[src/rtl/pic_seq_pkg.sv]
`default_nettype none
// ============================================================================
//  Module      : pic_seq_pkg
//  Description : Shared types for the instruction phase sequencer. Defines the
//                sequencer state (HALTED/RUN/STEP), the Q1..Q4 phase index and
//                small helpers for phase decode and advance.
//  Revision    : 1.0 - initial release
// ============================================================================
package pic_seq_pkg;

  typedef enum logic [1:0] {
    ST_HALTED = 2'd0,
    ST_RUN    = 2'd1,
    ST_STEP   = 2'd2
  } seq_state_e;

  typedef enum logic [1:0] {
    PH_Q1 = 2'd0,
    PH_Q2 = 2'd1,
    PH_Q3 = 2'd2,
    PH_Q4 = 2'd3
  } phase_e;

  // One-hot enable for a phase: Q1 -> bit0 ... Q4 -> bit3.
  function automatic logic [3:0] phase_onehot(input phase_e ph);
    return 4'b0001 << ph;
  endfunction

  // Q4 rolls over to Q1 through natural 2-bit wrap.
  function automatic phase_e phase_next(input phase_e ph);
    logic [1:0] v;
    v = ph;
    v = v + 2'd1;
    return phase_e'(v);
  endfunction

endpackage
`default_nettype wire

[src/rtl/cycle_counter.sv]
`default_nettype none
// ============================================================================
//  Module      : cycle_counter
//  Description : Wrapping counter of completed instruction cycles.
//  Ports       : clk     - system clock
//                clr_i   - synchronous clear (has priority over enable)
//                en_i    - count enable, one increment per enabled clock
//                count_o - current count, wraps from all-ones to zero
//  Revision    : 1.0 - initial release
// ============================================================================
module cycle_counter #(
  parameter int CNT_W = 16
) (
  input  logic             clk,
  input  logic             clr_i,
  input  logic             en_i,
  output logic [CNT_W-1:0] count_o
);

  logic [CNT_W-1:0] count_q;

  always_ff @(posedge clk) begin
    if (clr_i) begin
      count_q <= '0;
    end else if (en_i) begin
      count_q <= count_q + {{(CNT_W-1){1'b0}}, 1'b1};
    end
  end

  assign count_o = count_q;

endmodule
`default_nettype wire

[src/rtl/phase_sequencer.sv]
`default_nettype none
// ============================================================================
//  Module      : phase_sequencer
//  Description : Four-phase (Q1..Q4) instruction-cycle sequencer with
//                free-run, halt-at-boundary, single-step, stall and flush.
//  Ports       : clk         - system clock, rising edge
//                reset       - synchronous active-high reset
//                run         - 1 = free-run, 0 = halt at next Q4 boundary
//                step_req    - pulse: one instruction cycle while halted
//                stall_req   - level: freeze phase progression
//                flush_req   - sampled on unstalled Q4: next cycle is a NOP
//                q_en        - one-hot phase enables, zero when not advancing
//                nop_cycle   - high throughout a flushed cycle
//                inst_done   - high with the Q4 enable
//                halted      - high while halted
//                cycle_count - completed instruction cycles (wrapping)
//  Revision    : 1.0 - initial release
// ============================================================================
module phase_sequencer
  import pic_seq_pkg::*;
#(
  parameter int CNT_W = 16
) (
  input  logic             clk,
  input  logic             reset,
  input  logic             run,
  input  logic             step_req,
  input  logic             stall_req,
  input  logic             flush_req,
  output logic [3:0]       q_en,
  output logic             nop_cycle,
  output logic             inst_done,
  output logic             halted,
  output logic [CNT_W-1:0] cycle_count
);

  seq_state_e state_q, state_d;
  phase_e     phase_q, phase_d;
  // Marks the cycle starting at the next Q1 as a NOP; it is rewritten on
  // every unstalled Q4 and simply holds while halted, so a flush survives
  // a halt and lands on the next executed cycle.
  logic       nop_q, nop_d;

  logic       advance;
  logic       q4_done;

  assign advance = (state_q != ST_HALTED) && !stall_req;
  // run and flush_req are only meaningful on this qualifier, so a stalled
  // Q4 never samples them.
  assign q4_done = advance && (phase_q == PH_Q4);

  always_comb begin
    state_d = state_q;
    phase_d = phase_q;
    nop_d   = nop_q;

    case (state_q)
      ST_HALTED: begin
        if (run) begin
          state_d = ST_RUN;
        end else if (step_req) begin
          state_d = ST_STEP;
        end
      end
      ST_RUN: begin
        if (q4_done && !run) begin
          state_d = ST_HALTED;
        end
      end
      ST_STEP: begin
        if (q4_done) begin
          state_d = ST_HALTED;
        end
      end
      default: state_d = ST_HALTED;
    endcase

    // Halting only happens after Q4, so the wrap leaves phase at Q1.
    if (advance) begin
      phase_d = phase_next(phase_q);
    end

    if (q4_done) begin
      nop_d = flush_req;
    end
  end

  always_ff @(posedge clk) begin
    if (reset) begin
      state_q <= ST_HALTED;
      phase_q <= PH_Q1;
      nop_q   <= 1'b0;
    end else begin
      state_q <= state_d;
      phase_q <= phase_d;
      nop_q   <= nop_d;
    end
  end

  cycle_counter #(
    .CNT_W (CNT_W)
  ) u_cycle_counter (
    .clk     (clk),
    .clr_i   (reset),
    .en_i    (q4_done),
    .count_o (cycle_count)
  );

  assign q_en      = advance ? phase_onehot(phase_q) : 4'b0000;
  assign inst_done = q_en[3];
  assign halted    = (state_q == ST_HALTED);
  assign nop_cycle = !halted && nop_q;

endmodule
`default_nettype wire

[config.mk]
export PLATFORM = sky130hd
export DESIGN_NAME = phase_sequencer
export DESIGN_NICKNAME = d
export VERILOG_FILES = /design/src/rtl/pic_seq_pkg.sv /design/src/rtl/cycle_counter.sv /design/src/rtl/phase_sequencer.sv
export SDC_FILE = /design/constraint.sdc
export NUM_CORES = 1
export LEC_CHECK = 0
export CORE_ASPECT_RATIO = 1.5
export CORE_MARGIN = 5
export CORE_UTILIZATION = 53
export CTS_BUF_LIST = sky130_fd_sc_hd__clkbuf_4 sky130_fd_sc_hd__clkbuf_8
export DETAILED_ROUTE_END_ITERATION = 12
export MAX_ROUTING_LAYER = met4
export PLACE_DENSITY = 0.94
export SKIP_LAST_GASP = 1
export SYNTH_ARGS = -nofsm -noshare
export SYNTH_HDL_FRONTEND = slang
export SYNTH_HIERARCHICAL = 1
export SYNTH_SLANG_ARGS = --single-unit
[constraint.sdc]
create_clock -name clk -period 3.4 [get_ports clk]
set_clock_uncertainty 0.1 [all_clocks]
set_input_delay 0.34 -clock clk [delete_from_list [all_inputs] [get_ports clk]]
set_output_delay 0.34 -clock clk [all_outputs]
set_load 0.02 [all_outputs]
# Word level (Yosys, flattened, before mapping)
# Cells that the tools add are included.
[word_totals]
reg_bits = 21
out_inout_bits = 23
wordCells = 29
[op_classes]
n_shift = 1
n_addsub = 2
mux = 6
reduce_logical = 10
eq_ne = 6
[ops]
columns = ["cell", "n"]
rows = [
  ["$add 16x1->16 const B", 1],
  ["$mux 2", 4],
  ["$pmux 2 s3", 1],
  ["$eq 2x2->1 const B", 2],
  ["$logic_and 1x1->1", 4],
  ["$mux 4", 1],
  ["$ne 2x2->1 const B", 2],
  ["$shl 1x2->4 const A", 1],
  ["$logic_not 1->1", 3],
  ["$ne 3x3->1 const B", 1],
  ["$reduce_and 3->1", 1],
  ["$add 2x1->2 const B", 1],
  ["$eq 2x1->1 const B", 1],
  ["$logic_not 2->1", 1],
  ["$reduce_bool 2->1", 1],
]

# Longest topological paths before layout
# Gate-level depths: netlist (run 1).
[depth]
depth_word = 6
mapped_depth = 7
ltp_nobuf = 7

# Modules after synthesis
# The synthesis (run 1) kept the hierarchy.
[by_module_without_submodules]
columns = ["module", "instances", "cells_each", "area_per_inst_um2"]
rows = [
  ["cycle_counter", 1, 83, 757.0],
  ["phase_sequencer", 1, 33, 301.5],
]

# Worst setup path after synthesis (run 1)
# No wires, ideal clock.
[synth_path]
kind = "register to register"
start = "reg phase_q[0]"
end = "reg u_cycle_counter.count_q[13] (netlist: u_cycle_counter/count_o[13])"
path_stages_with_launch = 8
required_time_ps = 3230
arrival_time_ps = 2078
n_path_buf = 0
path_slack_ps = 1152
cell_sequence = "dfxtp_1 > ha_1 > nand2b_1 > nor2_2 > nand4_4 > nor4_4 > or3b_1 > a21oi_1"
[synth_between]
elab_chain_len = 2
[synth_rtl]
columns = ["element", "line_no", "source"]
rows = [
  ["start, declared", "phase_sequencer.sv:38", "phase_e phase_q, phase_d;"],
  ["start signal, assigned", "phase_sequencer.sv:95", "phase_q <= phase_d;"],
  ["$eq 2x2->1", "phase_sequencer.sv:50", "assign q4_done = advance && (phase_q == PH_Q4);"],
  ["$logic_and 1x1->1", "phase_sequencer.sv:50", ""],
  ["end signal, assigned", "cycle_counter.sv:26", "count_q <= count_q + {{(CNT_W-1){1'b0}}, 1'b1};"],
  ["end, declared", "cycle_counter.sv:20", "logic [CNT_W-1:0] count_q;"],
]
# Every way passes these cells.
# A chain may end at the register's enable or synchronous reset.

# Final worst setup path (run 1)
[layout_path]
start = "reg phase_q[0]"
end = "out inst_done"
[layout_between]
elab_chain_len = 2
[layout_rtl]
columns = ["element", "line_no", "source"]
rows = [
  ["$shl 1x2->4", "pic_seq_pkg.sv:26", "return 4'b0001 << ph;"],
  ["$mux 4", "phase_sequencer.sv:109", "assign q_en = advance ? phase_onehot(phase_q) : 4'b0000;"],
  ["end, declared", "phase_sequencer.sv:32", "output logic inst_done,"],
]
# Every way passes these cells.

==> flow_summary.ini, run 1 <==
[setup_path]
critPathCaptureType = output pin
required_ns = 2.96
cp_slowest_stage_delay_ns = 0.70
rr_startpoint = phase_q[0]
critPathTopFamily = buffers and inverters
critPathKind = flip-flop to output pin
cp_slowest_cell = clkdlybuf4s50_1
r2r-end = u_cycle_counter/count_o[13]
rrSetupSlack_ns = 1.03
critPathLaunchType = flip-flop
rr_worst_depth = 7
crit_chain = ha_1 > nand2b_1 > nor2_2 > clkdlybuf4s50_1
crit_fanout = 9
cp.arrival_ns = 2.06
critPathBufInv = 1

[final_layout]
design.final.nets = 156
final_common_cell = clkdlybuf4s50_1
diodes = 0
final_cell_mix = 28 x clkdlybuf4s50_1, 21 x dfxtp_1, 18 x nor2_1
areaGrowthSynthToFinish_pct = 29.8
fillers = 148
drive_gt1_frac = 0.104

[global_routing]
antenna_found_initial = 0
grt_pass1_vias = 892
grt_max_degree = 26
grt_remaining_overflow = 0
gr-usage-all-layers = 0.169
grt_pass1_wl_um = 3730

[run_status]
outcome = finished, final reports clean

[worst_hold_path]
hold_end = nop_q
min_path_type = flip-flop to flip-flop
whs_path_depth = 2
hold_start = nop_q

[die]
initial_utilization = 0.564
core_area_um2 = 1880
dieArea_um2 = 3010
placementRows = 19
io-pin-count = 29
die_x_um = 46.5
fp.dieH_um = 64.7

[clocking]
path_clk_slew_ns = 0.12
cts-hold-fix-buffers = 0
ctsHtreeMaxLevel = 1
cts_setup_buffers = 0
cts_root_buffer = clkbuf_4
ctsResizeCount = 0
cts_max_path_buffers = 2
cts_inserted_buffers = 3
clk_latency_ns = 0.31
clock-sinks = 21
cts_tree = done

[detailed_routing]
dr_total_vias = 886
routed_wl_um = 2170
post_drt_via_cell_ratio = 5.37
drt_iter0_drc = 22
routedWlPerCell_um = 13.1
drtAntennaViolNets = 0
post-route-drc-count = 0
first_pass_iters = 4

[pwr]
power_mw = 0.416
leakage_nw = 0.502
powerDensity_nw_per_um2 = 302
peakVddDrop_mv = 0.262

[sta]
setup_viol = 0
setup_tns_ns = 0
drv_slew = 0
relSlewSlack = 0.467
min_period_over_period = 0.734
rsz0062_at_grt = false
fmax_mhz = 401
worst_pin_slew_ns = 0.797
holdWs_ns = 0.389
hold_viol = 0
period_needed_ns = 2.50

[logic_synthesis]
ys_seq_elements = 21
yosysTopAreaCellShare = 0.397
synth_top_area_cell = dfxtp_1
syn-cell-area_um2 = 1060
synth_area_leaders = dfxtp_1 40%, nor2_1 6.4%, ha_1 5.9%
ys_types = 35
synthCells = 116
synth.yosys.seq_area_share = 0.397
ys_warn_count = 6
synth_area_per_cell_um2 = 9.13
syn-num-nets = 127

[place]
gp_congestion = 0.791
dp_hpwl_um = 1710
port_buffers = 28

[run]
drv_cap = 0
==> metal layers <==
metal	track usage	part of all wire	vias up
li1	-	-	448
met1	0.172	0.37	410
met2	0.297	0.57	23
met3	0.0249	0.038	5
met4	0.0854	0.019	0
met5	-	0	-
==> layout make-up <==
cell class                      instances  area [um2]  share of cell area
Clock buffer                            3        22.5              0.0164
Clock inverter                          1        5.00             0.00364
Inverter                                4        15.0              0.0109
Multi-Input combinational cell         87         604               0.440
Sequential cell                        21         420               0.306
Tap cell                               21        26.3              0.0191
Timing Repair Buffer                   28         280               0.204
==> cell families after synthesis <==
| group | share of synthesized area |
|---|---|
| simple gates | 0.309 |
| flops | 0.397 |
| compound gates | 0.0721 |
| xor+xnor | 0.0910 |
| buf+inv | 0.0319 |
| fa+ha+maj | 0.0591 |
| mux | 0.0402 |
==> power breakdown <==
group / switching [mW] / internal, mW
combinational: 0.0180 / 0.0192
sequential: 0.00454 / 0.249
clock: 0.0803 / 0.0440
total: 0.103 / 0.313
==> synthesized netlist by cell type (all sizes together) <==
| cell | count |
|---|---|
| dfxtp | 21 |
| nor2 | 20 |
| nand2 | 7 |
| xnor2 | 7 |
| a21oi | 5 |
| ha | 5 |
| nor3 | 5 |
| inv | 4 |
| nand2b | 4 |
| nor4 | 4 |
| xor2 | 4 |
| and2 | 3 |
| clkbuf | 3 |
| nand3 | 3 |
| nand4 | 3 |
| mux2 | 2 |
| mux2i | 2 |
| o21ai | 2 |
| a22oi | 1 |
| a31o | 1 |
| and2b | 1 |
| and3 | 1 |
| buf | 1 |
| nor2b | 1 |
| nor4b | 1 |
| o21ba | 1 |
| o41ai | 1 |
| or2 | 1 |
| or3 | 1 |
| or3b | 1 |
==> per-stage QoR <==
stage,util,std cells,instance area (um2),setup slack [ns]
global placement,0.717,161,1350,0.861
CTS,0.732,165,1370,0.869
floorplan,-,116,1060,1.15
detailed placement,0.717,161,1350,0.730
finish,0.732,165,1370,0.903
global route,0.732,165,1370,0.771
==> registers in the layout, indices dropped and copies added, names as in the netlist <==
register                 cells
u_cycle_counter/count_o     16
phase_q                      2
state_q                      2
nop_q                        1
==> tightest hold or removal path, delay by kind of cell (launching register included) <==
kind | cells | cell delay [ns]
muxes | 1 | 0.06
and+or+nand+nor | 1 | 0.06
DFF | 1 | 0.33
==> worst max-delay path by stage <==
stage	to	slack, ns	cells after the start	from
finish	inst_done	0.90	4	phase_q[0]
global route	inst_done	0.77	4	phase_q[0]
CTS	inst_done	0.87	4	phase_q[0]
detailed placement	u_cycle_counter/count_o[13]	0.73	7	stall_req
global placement	u_cycle_counter/count_o[13]	0.86	7	stall_req
floorplan	u_cycle_counter/count_o[13]	1.15	7	phase_q[0]
Note: power is estimated with default switching activity, not from simulation.
==> run 2, diff against run 1 <==
CORE_UTILIZATION = 49   (was 53)
PLACE_DENSITY = 0.88   (was 0.94)
clock period = 2.3 ns   (was 3.4 ns; I/O delays follow)
==> run 2 against run 1 <==
Against the previous run: die area up 6.6%; final cell count up 2.4%; core utilization down 5.2 points; worst setup slack worse by 0.67 ns; non-clock buffer count up 3; critical path depth up 1; sequential power up 48%; first-iteration DRC count down 64%; sequential share of layout area down 0.47 points; combinational power up 55%; global-route usage up 0.50 points; critical endpoint is now q_en[3]; largest cell class unchanged; highest routed layer unchanged.
==> flow_summary.ini, run 2 (synthesized netlist as in run 1, its figures left out) <==
[sta]
min_period_over_period = 0.897
setup_tns_ns = 0
holdWs_ns = 0.391
period_needed_ns = 2.06
hold_viol = 0
setup_viol = 0
fmax_mhz = 485
relSlewSlack = 0.753
rsz0062_at_grt = false
worst_pin_slew_ns = 0.369
drv_slew = 0
final.setup.worst_slack_ns = 0.238

[clocking]
cts_setup_buffers = 0
cts_tree = done
cts_max_path_buffers = 2
path_clk_slew_ns = 0.12
clock-sinks = 21
cts-hold-fix-buffers = 0
clk_latency_ns = 0.31
cts_root_buffer = clkbuf_4
ctsResizeCount = 2
cts_inserted_buffers = 3
ctsHtreeMaxLevel = 1

[place]
gp_congestion = 0.818
port_buffers = 28
dp_hpwl_um = 1810
dp_slack_ns = 0.0927
dp_cells = 165

[global_routing]
antenna_found_initial = 0
grt_max_degree = 17
grt_pass1_vias = 985
gr-usage-all-layers = 0.174
grt_pass1_wl_um = 4080
grt_remaining_overflow = 0

[worst_hold_path]
min_path_type = input pin to flip-flop

[setup_path]
rr_worst_depth = 7
cp.arrival_ns = 1.73
critPathKind = flip-flop to output pin
cp-endpoint = q_en[3]
rr_startpoint = phase_q[0]
r2r-end = u_cycle_counter/count_o[13]
critPathCaptureType = output pin
required_ns = 1.97
rrSetupSlack_ns = 0.25
worstSetupStartpoint = phase_q[0]
critPathLaunchType = flip-flop
crit_fanout = 7

[detailed_routing]
drtAntennaViolNets = 0
first_pass_iters = 4
drt_iter0_drc = 8
routed_wl_um = 2290
routedWlPerCell_um = 13.6
dr_total_vias = 910
post-route-drc-count = 0
post_drt_via_cell_ratio = 5.38

[pwr]
powerDensity_nw_per_um2 = 437
peakVddDrop_mv = 0.307
leakage_nw = 0.526
power_mw = 0.610

[final_layout]
fillers = 184
final_common_cell = clkdlybuf4s50_1
design.final.nets = 159
stdcell_count = 169
areaGrowthSynthToFinish_pct = 31.8
diodes = 0
drive_gt1_frac = 0.122
largest_reg_flops = 16
final_cell_mix = 26 x clkdlybuf4s50_1, 21 x dfxtp_1, 18 x nor2_1

[die]
placementRows = 20
die_x_um = 48.0
dieArea_um2 = 3210
fp.dieH_um = 66.9
initial_utilization = 0.516
io-pin-count = 29
core_area_um2 = 2050

[run]
drv_cap = 0

[run_status]
outcome = finished, final reports clean
[run 2: final cells by class]
class                           instances  area, um2  share of cell area
Multi-Input combinational cell         87        604               0.433
Sequential cell                        21        420               0.301
Timing Repair Buffer                   31        300               0.215
Tap cell                               22       27.5              0.0197
Clock buffer                            3       22.5              0.0161
Inverter                                4       15.0              0.0108
Clock inverter                          1       5.00             0.00359
[run 2: how the worst min path moves through the flow]
stage               startpoint  slack [ns]  cells past startpoint          to
floorplan                reset        0.20                      1  phase_q[1]
global placement         nop_q        0.36                      2       nop_q
detailed placement       nop_q        0.38                      2       nop_q
CTS                  flush_req        0.39                      3       nop_q
global route             nop_q        0.44                      2       nop_q
finish               flush_req        0.39                      3       nop_q
[run 2: power by group]
| group | switching, mW | leakage (nW) | internal, mW |
|---|---|---|---|
| sequential | 0.00689 | 0.170 | 0.369 |
| clock | 0.112 | 0.0177 | 0.0649 |
| combinational | 0.0277 | 0.339 | 0.0298 |
[run 2: stage by stage]
step,instance area (um2),util
detailed placement,1370,0.668
global route,1400,0.680
floorplan,1060,-
global placement,1370,0.668
CTS,1400,0.680
finish,1400,0.680
[run 2: critical path, cell delays in order (launching register included)]
cell and delay [ns]:
dfxtp_1 0.41, ha_1 0.18, nand2b_1 0.10, nor2_2 0.19, buf_4 0.19, dlygate4sd2_1 0.35
[run 2: routing by layer]
metal  GRT usage  routed length [um]  up-vias
met2       0.293                1210       29
li1            -                   -      453
met1       0.194                 933      424
met3      0.0216                 116        4
met5           -                   0        -
met4      0.0808                  34        0
==> run 3, diff against run 2 <==
CAP_MARGIN = 25   (was unset)
==> results of run 3 <==
Same layout as run 2: the final DEF is identical, and so are final timing and power.
